<file path="src/rtl/if_fetch_stage.sv">
// Instruction fetch + IF/ID register; one imem request outstanding, IF/ID updates 1 cycle after ack.
// Backpressure: freeze holds IF/ID (word parked in hold_q), branch_taken flushes; optional IF_PERF_CNT_EN counters.
// Latency: zero-wait memory sustains one instruction per cycle.
module if_fetch_stage #(
    parameter logic [31:0] RESET_PC = 32'h0000_0000,
    parameter logic [31:0] PC_INC   = 32'd4,
    parameter int          CNT_W    = 16
) (
    input  logic             clk,
    input  logic             rst,
    input  logic             freeze,
    input  logic             branch_taken,
    input  logic [31:0]      branch_address,
    output logic             imem_req,
    output logic [31:0]      imem_addr,
    input  logic             imem_ack,
    input  logic [31:0]      imem_rdata,
    output logic [31:0]      id_pc,
    output logic [31:0]      id_instruction,
`ifdef IF_PERF_CNT_EN
    output logic             id_valid,
    output logic [CNT_W-1:0] fetch_count,
    output logic [CNT_W-1:0] stall_count
`else
    output logic             id_valid
`endif
);

    typedef enum logic [1:0] {FETCH, HOLD, DROP} state_t;

    state_t      state_q, state_d;
    logic [31:0] pc_q, pc_d;
    logic [31:0] addr_q, addr_d;
    logic [31:0] hold_q, hold_d;
    logic [31:0] seq_pc;
    logic [31:0] load_pc, load_ins;
    logic        do_bubble, do_load;
    logic [31:0] id_pc_d, id_ins_d;
    logic        id_vld_d;

    assign imem_req  = ((state_q == FETCH) || (state_q == DROP)) && rst;
    assign imem_addr = addr_q;
    assign seq_pc    = addr_q + PC_INC;

    always_comb begin
        state_d   = state_q;
        pc_d      = pc_q;
        addr_d    = addr_q;
        hold_d    = hold_q;
        do_bubble = 1'b0;
        do_load   = 1'b0;
        load_pc   = seq_pc;
        load_ins  = imem_rdata;
        case (state_q)
            FETCH: begin
                if (branch_taken) begin
                    do_bubble = 1'b1;
                    pc_d      = branch_address;
                    // An unacked request must still complete; DROP discards its word.
                    if (imem_ack) addr_d  = branch_address;
                    else          state_d = DROP;
                end else if (imem_ack) begin
                    pc_d = seq_pc;
                    if (freeze) begin
                        hold_d  = imem_rdata;
                        state_d = HOLD;
                    end else begin
                        addr_d  = seq_pc;
                        do_load = 1'b1;
                    end
                end else if (!freeze) begin
                    do_bubble = 1'b1;
                end
            end
            HOLD: begin
                if (branch_taken) begin
                    do_bubble = 1'b1;
                    pc_d      = branch_address;
                    addr_d    = branch_address;
                    state_d   = FETCH;
                end else if (!freeze) begin
                    do_load  = 1'b1;
                    load_pc  = pc_q;
                    load_ins = hold_q;
                    addr_d   = pc_q;
                    state_d  = FETCH;
                end
            end
            DROP: begin
                if (branch_taken) begin
                    do_bubble = 1'b1;
                    pc_d      = branch_address;
                    if (imem_ack) begin
                        addr_d  = branch_address;
                        state_d = FETCH;
                    end
                end else begin
                    do_bubble = !freeze;
                    if (imem_ack) begin
                        addr_d  = pc_q;
                        state_d = FETCH;
                    end
                end
            end
            default: state_d = FETCH;
        endcase

        id_pc_d  = id_pc;
        id_ins_d = id_instruction;
        id_vld_d = id_valid;
        if (do_bubble) begin
            id_pc_d  = 32'd0;
            id_ins_d = 32'd0;
            id_vld_d = 1'b0;
        end else if (do_load) begin
            id_pc_d  = load_pc;
            id_ins_d = load_ins;
            id_vld_d = 1'b1;
        end
    end

    always_ff @(posedge clk or negedge rst) begin
        if (!rst) begin
            state_q        <= FETCH;
            pc_q           <= RESET_PC;
            addr_q         <= RESET_PC;
            hold_q         <= 32'd0;
            id_pc          <= 32'd0;
            id_instruction <= 32'd0;
            id_valid       <= 1'b0;
        end else begin
            state_q        <= state_d;
            pc_q           <= pc_d;
            addr_q         <= addr_d;
            hold_q         <= hold_d;
            id_pc          <= id_pc_d;
            id_instruction <= id_ins_d;
            id_valid       <= id_vld_d;
        end
    end

`ifdef IF_PERF_CNT_EN
    always_ff @(posedge clk or negedge rst) begin
        if (!rst) begin
            fetch_count <= '0;
            stall_count <= '0;
        end else begin
            if (do_load && !(&fetch_count)) fetch_count <= fetch_count + 1'b1;
            if (freeze && !(&stall_count))  stall_count <= stall_count + 1'b1;
        end
    end
`endif

endmodule
</file>
<file path="config.mk">
export PLATFORM = sky130hd
export DESIGN_NAME = if_fetch_stage
export DESIGN_NICKNAME = d
export VERILOG_FILES = /design/src/rtl/if_fetch_stage.sv
export SDC_FILE = /design/constraint.sdc
export NUM_CORES = 1
export LEC_CHECK = 0
export ABC_AREA = 1
export CORE_MARGIN = 3
export CORE_UTILIZATION = 51
export DETAILED_ROUTE_END_ITERATION = 10
export PLACE_DENSITY = 0.78
export RECOVER_POWER = 25
export REMOVE_ABC_BUFFERS = 1
export SETUP_SLACK_MARGIN = 0.02
export SLEW_MARGIN = 5
export SYNTH_ARGS = -nofsm -noshare
export SYNTH_HDL_FRONTEND = slang
export SYNTH_SLANG_ARGS = --single-unit
</file>
<file path="constraint.sdc">
create_clock -name clk -period 2.5 [get_ports clk]
set_input_delay 0.25 -clock clk [delete_from_list [all_inputs] [get_ports clk]]
set_output_delay 0.25 -clock clk [all_outputs]
set_load 0.1 [all_outputs]
</file>
==> impl_metrics.yaml <==
worst_setup_path:
  r2r_slack_ns: 0.25
  end_kind: "register"
  path_cells: "inv_1 -> ha_2 -> inv_1 -> nor2_1 -> nand2_1 -> inv_1 -> nand2_2 -> buf_4 -> nor2_1 -> a21oi_1"
  crit_family: "simple AND/OR/NAND/NOR gates"
  r2r-end: "hold_q[2]"
  path_buf_inv: 4
  r2r_start: "state_q[0]"
  crit_arrival_ns: 2.56
  crit_slowest_cell: "dfrtp_1"
  worstPathRequired_ns: 2.81
  cpPeakStageDelay_ns: 0.43
  cp-start-kind: "register"
  critical_path_class: "register to register"
  worstPathMaxFanout: 19
  ff2ff_path_depth: 10
  timing.critical_path.mode_cell: "inv_1"
floorplan:
  die_h_um: 142
  fp.dieW_um: 142
  fp.coreArea_um2: 18100
  ios: 167
  start_util_pct: 52.3
  num_rows: 49
  die-area_um2: 20200
global_routing:
  grt_usage_pct: 28.3
  grt_max_degree: 120
  grt_antenna_before_repair: 0
  grt_pass1_wl_um: 46000
  grt_overflow: 0
  grt_pass1_vias: 9063
clock_network:
  clk_pin_slew_ns: 0.07
  cts_buffers: 17
  cts_tree: "yes"
  clk_path_buf_depth: 2
  clkSinkCount: 163
  cts-root-buf: "clkbuf_16"
  htreeDepth: 4
  clock_latency_ns: 0.43
  cts_setup_buffers: 0
sta:
  finClkSkew_ns: 0.00824
  worst_pin_slew_ns: 1.58
  setup_viol: 0
  slew_violations: 120
  fmax_mhz: 444
  max_slew_margin_pct: -5.45
  period_needed_ns: 2.25
  rsz0062_at_grt: "yes"
  min_period_over_period_pct: 90.2
  finalHoldViolCount: 0
drt:
  ant_nets: 0
  wire_per_inst_um: 16.6
  drtIter0Drc: 804
  routed_wl_um: 28600
  via_count: 9329
  vias_per_cell: 5.42
  firstDrtPassIters: 6
  drc: 0
finish:
  postLayoutCellArea_um2: 11800
  syn_to_final_growth_pct: 24.2
  diodes: 0
  num-nets-final: 1553
  fin_util_pct: 65.0
  drive_gt1_share_pct: 14.7
run:
  cap_violations: 1
synthesis:
  synth-seq-cells: 163
  synth_adder_area_share_pct: 0.661
  synth_area_leaders: "dfrtp_1, nand2_1, nor2_1"
  synth_compound_area_share_pct: 15.0
  synth_area_um2: 9460
  synth-simple-area-share_pct: 30.9
  yosysMostFrequentCell: "nand2_1"
  syn_avg_cell_area_um2: 7.17
  synth_top_cell_by_area: "dfrtp_1"
  synth_top_family_by_area: "simple AND/OR/NAND/NOR gates"
  async_flop_share_pct: 100
  synth_cells: 1319
  yosys_warnings: 0
  synth-xor-area-share_pct: 0.463
  synthMuxAreaShare_pct: 1.68
  synth_flop_cell: "dfrtp_1"
  ys_seq_area_share_pct: 43.1
  yosysUniqueCellTypes: 42
  synth_top_area_share_pct: 43.1
  synth_common_cells: "nand2_1, nor2_1, dfrtp_1"
  synth-edff-count: 0
placed_design:
  gp_congestion: 0.931
  dpl.hpwl_um: 19700
  numPortBuffers: 166
  place_area_um2: 11100
min_path:
  hold_end: "hold_q[13]"
  hold_start: "imem_rdata[13]"
  hold_class: "input port to register"
  hold_path_depth: 3
outcome:
  violations: "max-capacitance violations, max-slew violations"
  outcome: "finished with violations"
==> stage by stage <==
stage	setup slack [ns]	TNS, ns	hold WS, ns	cells
after CTS	0.0440	0	0.419	1721
after global placement	0.193	0	0.434	1688
after detailed placement	0.0943	0	0.433	1688
after floorplan	-0.599	-33.74	-0.0456	1252
after global routing	0.0148	0	0.424	1721
final	0.246	0	0.431	1721
==> how the worst max path moves through the flow <==
stage | from | endpoint | slack, ns | depth (start not counted)
after floorplan | state_q[0] | imem_addr[4] | -0.60 | 9
after global placement | branch_taken | imem_addr[7] | 0.19 | 9
after detailed placement | state_q[0] | imem_addr[13] | 0.09 | 11
after CTS | state_q[0] | imem_addr[13] | 0.04 | 11
after global routing | state_q[0] | imem_addr[13] | 0.01 | 11
final | state_q[0] | hold_q[2] | 0.25 | 10
==> sequential cells by signal, summed over array words and instances (netlist names) <==
name / cells
hold_q: 32
id_instruction: 32
id_pc: 32
id_valid: 1
imem_addr: 32
pc_q: 32
state_q: 2
==> worst register-to-register path: stages (launching register included) <==
cell     delay [ns]
dfrtp_1        0.43
inv_1          0.13
ha_2           0.29
inv_1          0.08
nor2_1         0.16
nand2_1        0.16
inv_1          0.12
nand2_2        0.27
buf_4          0.32
nor2_1         0.12
a21oi_1        0.05
==> routing by layer <==
metal	up-vias	GRT usage (%)	share of wire (%)	routed length [µm]
met3	53	5.04	7.4	2120
met4	0	10.1	2.2	633
met5	-	0	0	0
li1	4552	-	-	-
met2	416	45.1	46	13300
met1	4308	38.8	44	12600
==> logic make-up (layout without fill, tap and decap cells) <==
| kind of cell | count (synthesis) | in the layout |
|---|---|---|
| XOR/XNOR | 5 | 5 |
| AO/OA/AOI/OAI | 264 | 264 |
| AND/OR/NAND/NOR | 704 | 704 |
| multiplexers | 15 | 15 |
| buffers and inverters | 163 | 336 |
| flip-flops | 163 | 163 |
| adder cells (fa/ha/maj) | 5 | 5 |
==> timing repair <==
item | in CTS | in global routing
hold endpoints to repair | 45 | 0
hold buffers | 1 | 0
gates resized for setup | 0 | 2
setup endpoints to repair | 0 | 21
==> final cells by class <==
cell class,instances,area (µm²)
fill,1573,6330
multi-input combinational,993,4610
sequential,163,4080
timing repair buffer,208,1800
clock buffer,19,443
inverter,96,360
tap,229,287
clock inverter,13,171
==> layout by cell type, fill, tap and decap left out, types with 7 or more instances in the layout <==
cell type / n
clkbuf_16: 17
clkdlybuf4s50_1: 67
nand2_1: 420
inv_1: 89
buf_4: 132
a21oi_1: 130
o211ai_1: 12
nor3_2: 8
o21ai_1: 37
nand3_1: 48
dfrtp_1: 163
nor2_1: 188
inv_2: 7
mux2i_1: 8
a22oi_1: 9
nand2_2: 8
o21ai_0: 61
Power is not shown: default switching activity piles up to over one toggle a cycle in this logic, so the estimate is an artifact.
